[config.mk]
export PLATFORM = sky130hd
export DESIGN_NAME = rf_wb_sched
export DESIGN_NICKNAME = d
export VERILOG_FILES = /design/src/rtl/rf_pkg.sv /design/src/rtl/rf_wb_sched_fifo.sv /design/src/rtl/rf_wb_sched.sv
export SDC_FILE = /design/constraint.sdc
export NUM_CORES = 1
export LEC_CHECK = 0
export BUFFER_PORTS_ARGS = -buffer_cell sky130_fd_sc_hd__buf_2
export CORE_MARGIN = 3
export CORE_UTILIZATION = 40
export CTS_BUF_LIST = sky130_fd_sc_hd__clkbuf_8
export CTS_CLUSTER_DIAMETER = 200
export DETAILED_ROUTE_END_ITERATION = 7
export PLACE_DENSITY_LB_ADDON = 0.08
export SETUP_SLACK_MARGIN = 0.05
export SLEW_MARGIN = 20
export SYNTH_ARGS = -nofsm -noshare
export SYNTH_HDL_FRONTEND = slang
export SYNTH_SLANG_ARGS = --single-unit
export TNS_END_PERCENT = 100
[constraint.sdc]
create_clock -name clk -period 9.3 [get_ports clk]
set_input_delay 1.86 -clock clk [delete_from_list [all_inputs] [get_ports clk]]
set_output_delay 1.86 -clock clk [all_outputs]
set_load 0.02 [all_outputs]
[src/rtl/rf_pkg.sv]
// Shared register-file constants and the writeback request type used by the
// writeback scheduler and its benches.
package rf_pkg;

    localparam int unsigned XLEN     = 64;
    localparam int unsigned REG_AW   = 5;
    localparam int unsigned NREGS    = 2 ** REG_AW;
    localparam int unsigned WB_LANES = 2;

    typedef struct packed {
        logic [REG_AW-1:0] rd;
        logic [XLEN-1:0]   data;
    } wb_req_t;

    // Number of entries pushed for a given pair of lane accepts.
    function automatic logic [1:0] push_count(input logic a, input logic b);
        return {a & b, a ^ b};
    endfunction

endpackage

[src/rtl/rf_wb_sched_fifo.sv]
// wb_fifo: DEPTH-entry circular buffer with two ordered push slots and one pop.
// Exposes entry storage and per-entry valid bits for pending-write decode.
module wb_fifo
    import rf_pkg::*;
#(
    parameter int unsigned DEPTH = 4,
    parameter int unsigned W     = REG_AW + XLEN,
    localparam int unsigned PW   = $clog2(DEPTH),
    localparam int unsigned CW   = $clog2(DEPTH) + 1
) (
    input  logic                      clk,
    input  logic                      rst,
    input  logic [1:0]                push_n_i,
    input  logic [W-1:0]              slot0_i,
    input  logic [W-1:0]              slot1_i,
    input  logic                      pop_i,
    output logic [W-1:0]              head_o,
    output logic [CW-1:0]             count_o,
    output logic [DEPTH-1:0][W-1:0]   entries_o,
    output logic [DEPTH-1:0]          valid_o
);

    logic [DEPTH-1:0][W-1:0] mem_q, mem_d;
    logic [PW-1:0]           wr_q, wr_d;
    logic [PW-1:0]           rd_q, rd_d;
    logic [CW-1:0]           count_q, count_d;
    logic                    pop_ok;

    assign pop_ok = pop_i && (count_q != '0);

    always_comb begin
        mem_d   = mem_q;
        if (push_n_i != 2'd0) begin
            mem_d[wr_q] = slot0_i;
        end
        if (push_n_i == 2'd2) begin
            mem_d[wr_q + PW'(1)] = slot1_i;
        end
        // Pointers are plain modulo-DEPTH counters; wraparound is implicit.
        wr_d    = wr_q + PW'(push_n_i);
        rd_d    = rd_q + PW'(pop_ok);
        count_d = count_q + CW'(push_n_i) - CW'(pop_ok);
    end

    always_ff @(posedge clk or posedge rst) begin
        if (rst) begin
            mem_q   <= '0;
            wr_q    <= '0;
            rd_q    <= '0;
            count_q <= '0;
        end else begin
            mem_q   <= mem_d;
            wr_q    <= wr_d;
            rd_q    <= rd_d;
            count_q <= count_d;
        end
    end

    always_comb begin
        logic [PW-1:0] off;
        valid_o = '0;
        off     = '0;
        for (int unsigned i = 0; i < DEPTH; i++) begin
            off        = PW'(i) - rd_q;
            valid_o[i] = {1'b0, off} < count_q;
        end
    end

    assign head_o    = mem_q[rd_q];
    assign count_o   = count_q;
    assign entries_o = mem_q;

endmodule

[src/rtl/rf_wb_sched.sv]
// rf_wb_sched: buffers up to two writebacks per cycle and drains them through a
// single register-file write port. Optional macro WB_COALESCE_EN drops lane 0
// when both lanes target the same nonzero register in one cycle.
module rf_wb_sched
    import rf_pkg::*;
#(
    parameter int unsigned DEPTH = 4,
    parameter int unsigned XLEN  = rf_pkg::XLEN,
    parameter int unsigned AW    = rf_pkg::REG_AW
) (
    input  logic                      clk,
    input  logic                      rst,
    input  logic                      wb0_valid,
    input  logic [AW-1:0]             wb0_rd,
    input  logic [XLEN-1:0]           wb0_data,
    input  logic                      wb1_valid,
    input  logic [AW-1:0]             wb1_rd,
    input  logic [XLEN-1:0]           wb1_data,
    output logic                      wb_ready,
    output logic                      rf_wen,
    output logic [AW-1:0]             rf_waddr,
    output logic [XLEN-1:0]           rf_wdata,
    output logic [2**AW-1:0]          busy,
    output logic [$clog2(DEPTH):0]    count
);

    localparam int unsigned CW = $clog2(DEPTH) + 1;
    localparam int unsigned W  = AW + XLEN;

    logic [W-1:0]             e0, e1, slot0, head;
    logic                     acc0, acc1;
    logic [1:0]               push_n;
    logic [CW-1:0]            fifo_count;
    logic [DEPTH-1:0][W-1:0]  entries;
    logic [DEPTH-1:0]         valid;

    assign e0 = {wb0_rd, wb0_data};
    assign e1 = {wb1_rd, wb1_data};

    // Ready looks only at registered occupancy so a same-cycle pop never helps.
    assign wb_ready = fifo_count <= CW'(DEPTH - WB_LANES);

    always_comb begin
        acc0 = wb0_valid && wb_ready && (wb0_rd != '0);
        acc1 = wb1_valid && wb_ready && (wb1_rd != '0);
`ifdef WB_COALESCE_EN
        if (acc0 && acc1 && (wb0_rd == wb1_rd)) begin
            acc0 = 1'b0;
        end
`endif
        push_n = push_count(acc0, acc1);
        slot0  = acc0 ? e0 : e1;
    end

    wb_fifo #(
        .DEPTH (DEPTH),
        .W     (W)
    ) u_fifo (
        .clk       (clk),
        .rst       (rst),
        .push_n_i  (push_n),
        .slot0_i   (slot0),
        .slot1_i   (e1),
        .pop_i     (rf_wen),
        .head_o    (head),
        .count_o   (fifo_count),
        .entries_o (entries),
        .valid_o   (valid)
    );

    assign count    = fifo_count;
    assign rf_wen   = fifo_count != '0;
    assign rf_waddr = rf_wen ? head[W-1:XLEN] : '0;
    assign rf_wdata = rf_wen ? head[XLEN-1:0] : '0;

    always_comb begin
        busy = '0;
        for (int unsigned i = 0; i < DEPTH; i++) begin
            if (valid[i]) begin
                busy[entries[i][W-1:XLEN]] = 1'b1;
            end
        end
        busy[0] = 1'b0;
    end

endmodule

==> results.json <==
{
  "status": "finished, final reports clean",
  "post-cts-setup-buffers": 0,
  "clk_pin_slew_worst_paths_ns": 0.06,
  "grt_pass1_wl_um": 83400,
  "cts_buffer_depth": 3,
  "grt_usage": 0.255,
  "finClkSkew_ns": 0.0157,
  "core_area_mm2": 0.0390,
  "vias_per_cell": 6.23,
  "htree_num_levels": 2,
  "worstPathArrival_ns": 3.98,
  "cts_root_buffer": "clkbuf_8",
  "crit_path_start_kind": "register",
  "io_pins": 248,
  "portBuffers": 246,
  "area_growth_pct": 15.8,
  "overflow": 0,
  "hold_ws_ns": 0.579,
  "initial_utilization": 0.409,
  "end_kind": "output port",
  "synth_edf_count": 0,
  "wl_um": 55100,
  "r2r_slack_ns": 4.84,
  "fin_nets": 1703,
  "dieArea_mm2": 0.0423,
  "final_common_cell": "a221o_1",
  "fin_ws_ns": 3.46,
  "fp.dieH_um": 206,
  "worst_pin_slew_ns": 1.13,
  "hold_buffers": 0,
  "tritoncts": "done",
  "numCtsBuffers": 52,
  "slew_violations": 0,
  "drc_errors": 0,
  "p_total_mw": 7.56,
  "p_leak_nw": 8.23,
  "r2r_start": "u_fifo.count_o[2]",
  "synthFlopType": "dfrtp_1",
  "ys_seq_area_frac": 0.444,
  "async_reset_ff_frac": 1.00,
  "antenna_found_initial": 13,
  "finalInstanceArea_mm2": 0.0185,
  "placed_area_mm2": 0.0174,
  "grt_pass1_vias": 13500,
  "detail_route.iter0.violations": 1114,
  "cp-endpoint": "busy[18]",
  "max_freq_mhz": 171,
  "rsz0062_at_grt": "false",
  "hold_path_class": "reg2reg",
  "reg2regPathDepth": 9,
  "min_period_ns": 5.84,
  "cts-resized-gates": 0,
  "synth_cell_types": 56,
  "rows": 72,
  "fin_crit_sh": 0.628,
  "required_ns": 7.44,
  "cp_max_fo": 44,
  "synth-seq-cells": 283,
  "hold_violations": 0,
  "peakVddDrop_mv": 0.180,
  "place_inst": 2011,
  "layout_common_cells": "a221o_1 (298), dfrtp_1 (281), buf_2 (246)",
  "syn_inst": 1359,
  "hpwl_um": 31000,
  "finalNonFillerCells": 2113,
  "ant_nets": 0,
  "reg2reg_to": "u_fifo.entries_o[270]",
  "syn_area_mm2": 0.0160,
  "drive_gt1_frac": 0.279,
  "yosys_warnings": 0,
  "wire_per_inst_um": 26.1,
  "routabilityCongestion": 0.881,
  "insertion_delay_ns": 0.63,
  "relSlewSlack": 0.244,
  "tns_ns": 0,
  "die_w_um": 206,
  "finalSetupViolCount": 0,
  "dr.pass1.iters": 5,
  "crit_type": "reg2out",
  "synth_nets": 1514,
  "cts.sinks": 283,
  "grt_max_degree": 140,
  "post-route-util": 0.474,
  "fillers": 3634,
  "dr_total_vias": 13200,
  "max_cap_violations": 0,
  "syn_area_per_cell_um2": 11.7,
  "pre_cts_slack_ns": 3.59,
  "crit_start": "u_fifo.rd_q[0]",
  "power.density_mw_per_mm2": 409
}
## worst max-delay path, stage by stage, from the launching register on
cell      delay (ns)
dfrtp_4         1.07
xor2_1          0.20
ha_1            0.33
nor2b_1         0.17
a211oi_2        0.94
a22oi_1         0.20
o221ai_1        0.19
buf_2           0.24
## state kept, by name (all words and copies together) (netlist names)
signal,count
u_fifo.wr_q,2
u_fifo.count_o,3
u_fifo.entries_o,276
u_fifo.rd_q,2
## how the worst min path moves through the flow
stage                                      from                    end  slack, ns  cells past startpoint
after detailed placement  u_fifo.entries_o[153]  u_fifo.entries_o[153]       0.56                      2
after global routing      u_fifo.entries_o[171]  u_fifo.entries_o[171]       0.60                      2
final                     u_fifo.entries_o[208]  u_fifo.entries_o[208]       0.58                      2
after global placement    u_fifo.entries_o[148]  u_fifo.entries_o[148]       0.56                      2
after floorplan                  u_fifo.wr_q[0]         u_fifo.wr_q[0]       0.48                      1
after CTS                 u_fifo.entries_o[174]  u_fifo.entries_o[174]       0.58                      2
## cell type report
type / instances / area (µm²) / area share
Multi-Input combinational cell: 923 / 8160 / 0.441
Sequential cell: 283 / 7090 / 0.384
Timing Repair Buffer: 268 / 1410 / 0.0762
Clock buffer: 68 / 936 / 0.0506
Tap cell: 518 / 648 / 0.0351
Clock inverter: 25 / 144 / 0.00778
Inverter: 20 / 78.8 / 0.00426
Antenna cell: 8 / 20.0 / 0.00108
## Yosys cell counts, types with 19 or more instances
cell	count	area share
dfrtp_1	283	0.44
and2_0	24	0.0094
nor2_1	33	0.0078
inv_1	19	0.0045
nand2_1	25	0.0059
nor2b_1	81	0.032
mux4_2	69	0.097
clkbuf_1	69	0.016
o22ai_1	30	0.012
a221o_1	298	0.19
and2_1	242	0.095
buf_2	35	0.011
## kinds of logic (layout without fill, tap and decap cells)
kind of cell	count (synthesis)	after routing	synth area share
compound gates	366	366	0.220
mux	72	72	0.0994
simple gates	465	465	0.174
fa+ha+maj	13	13	0.0107
other cells	1	9	0.000235
buf+inv	153	381	0.0484
xor+xnor	6	6	0.00329
flops	283	283	0.444
## where the power goes
group          switching, mW  internal [mW]
Clock                  0.561          0.682
Combinational           2.14           1.88
Sequential             0.477           1.82
Total                   3.18           4.38
## per-layer routing
layer | global-route usage | up-vias | part of all wire
met2 | 0.386 | 583 | 0.45
met1 | 0.375 | 6793 | 0.45
met4 | 0.0686 | 18 | 0.017
li1 | - | 5677 | -
met3 | 0.0524 | 83 | 0.075
met5 | 0 | - | 0.0024
Power figures use the tool's default switching activity.
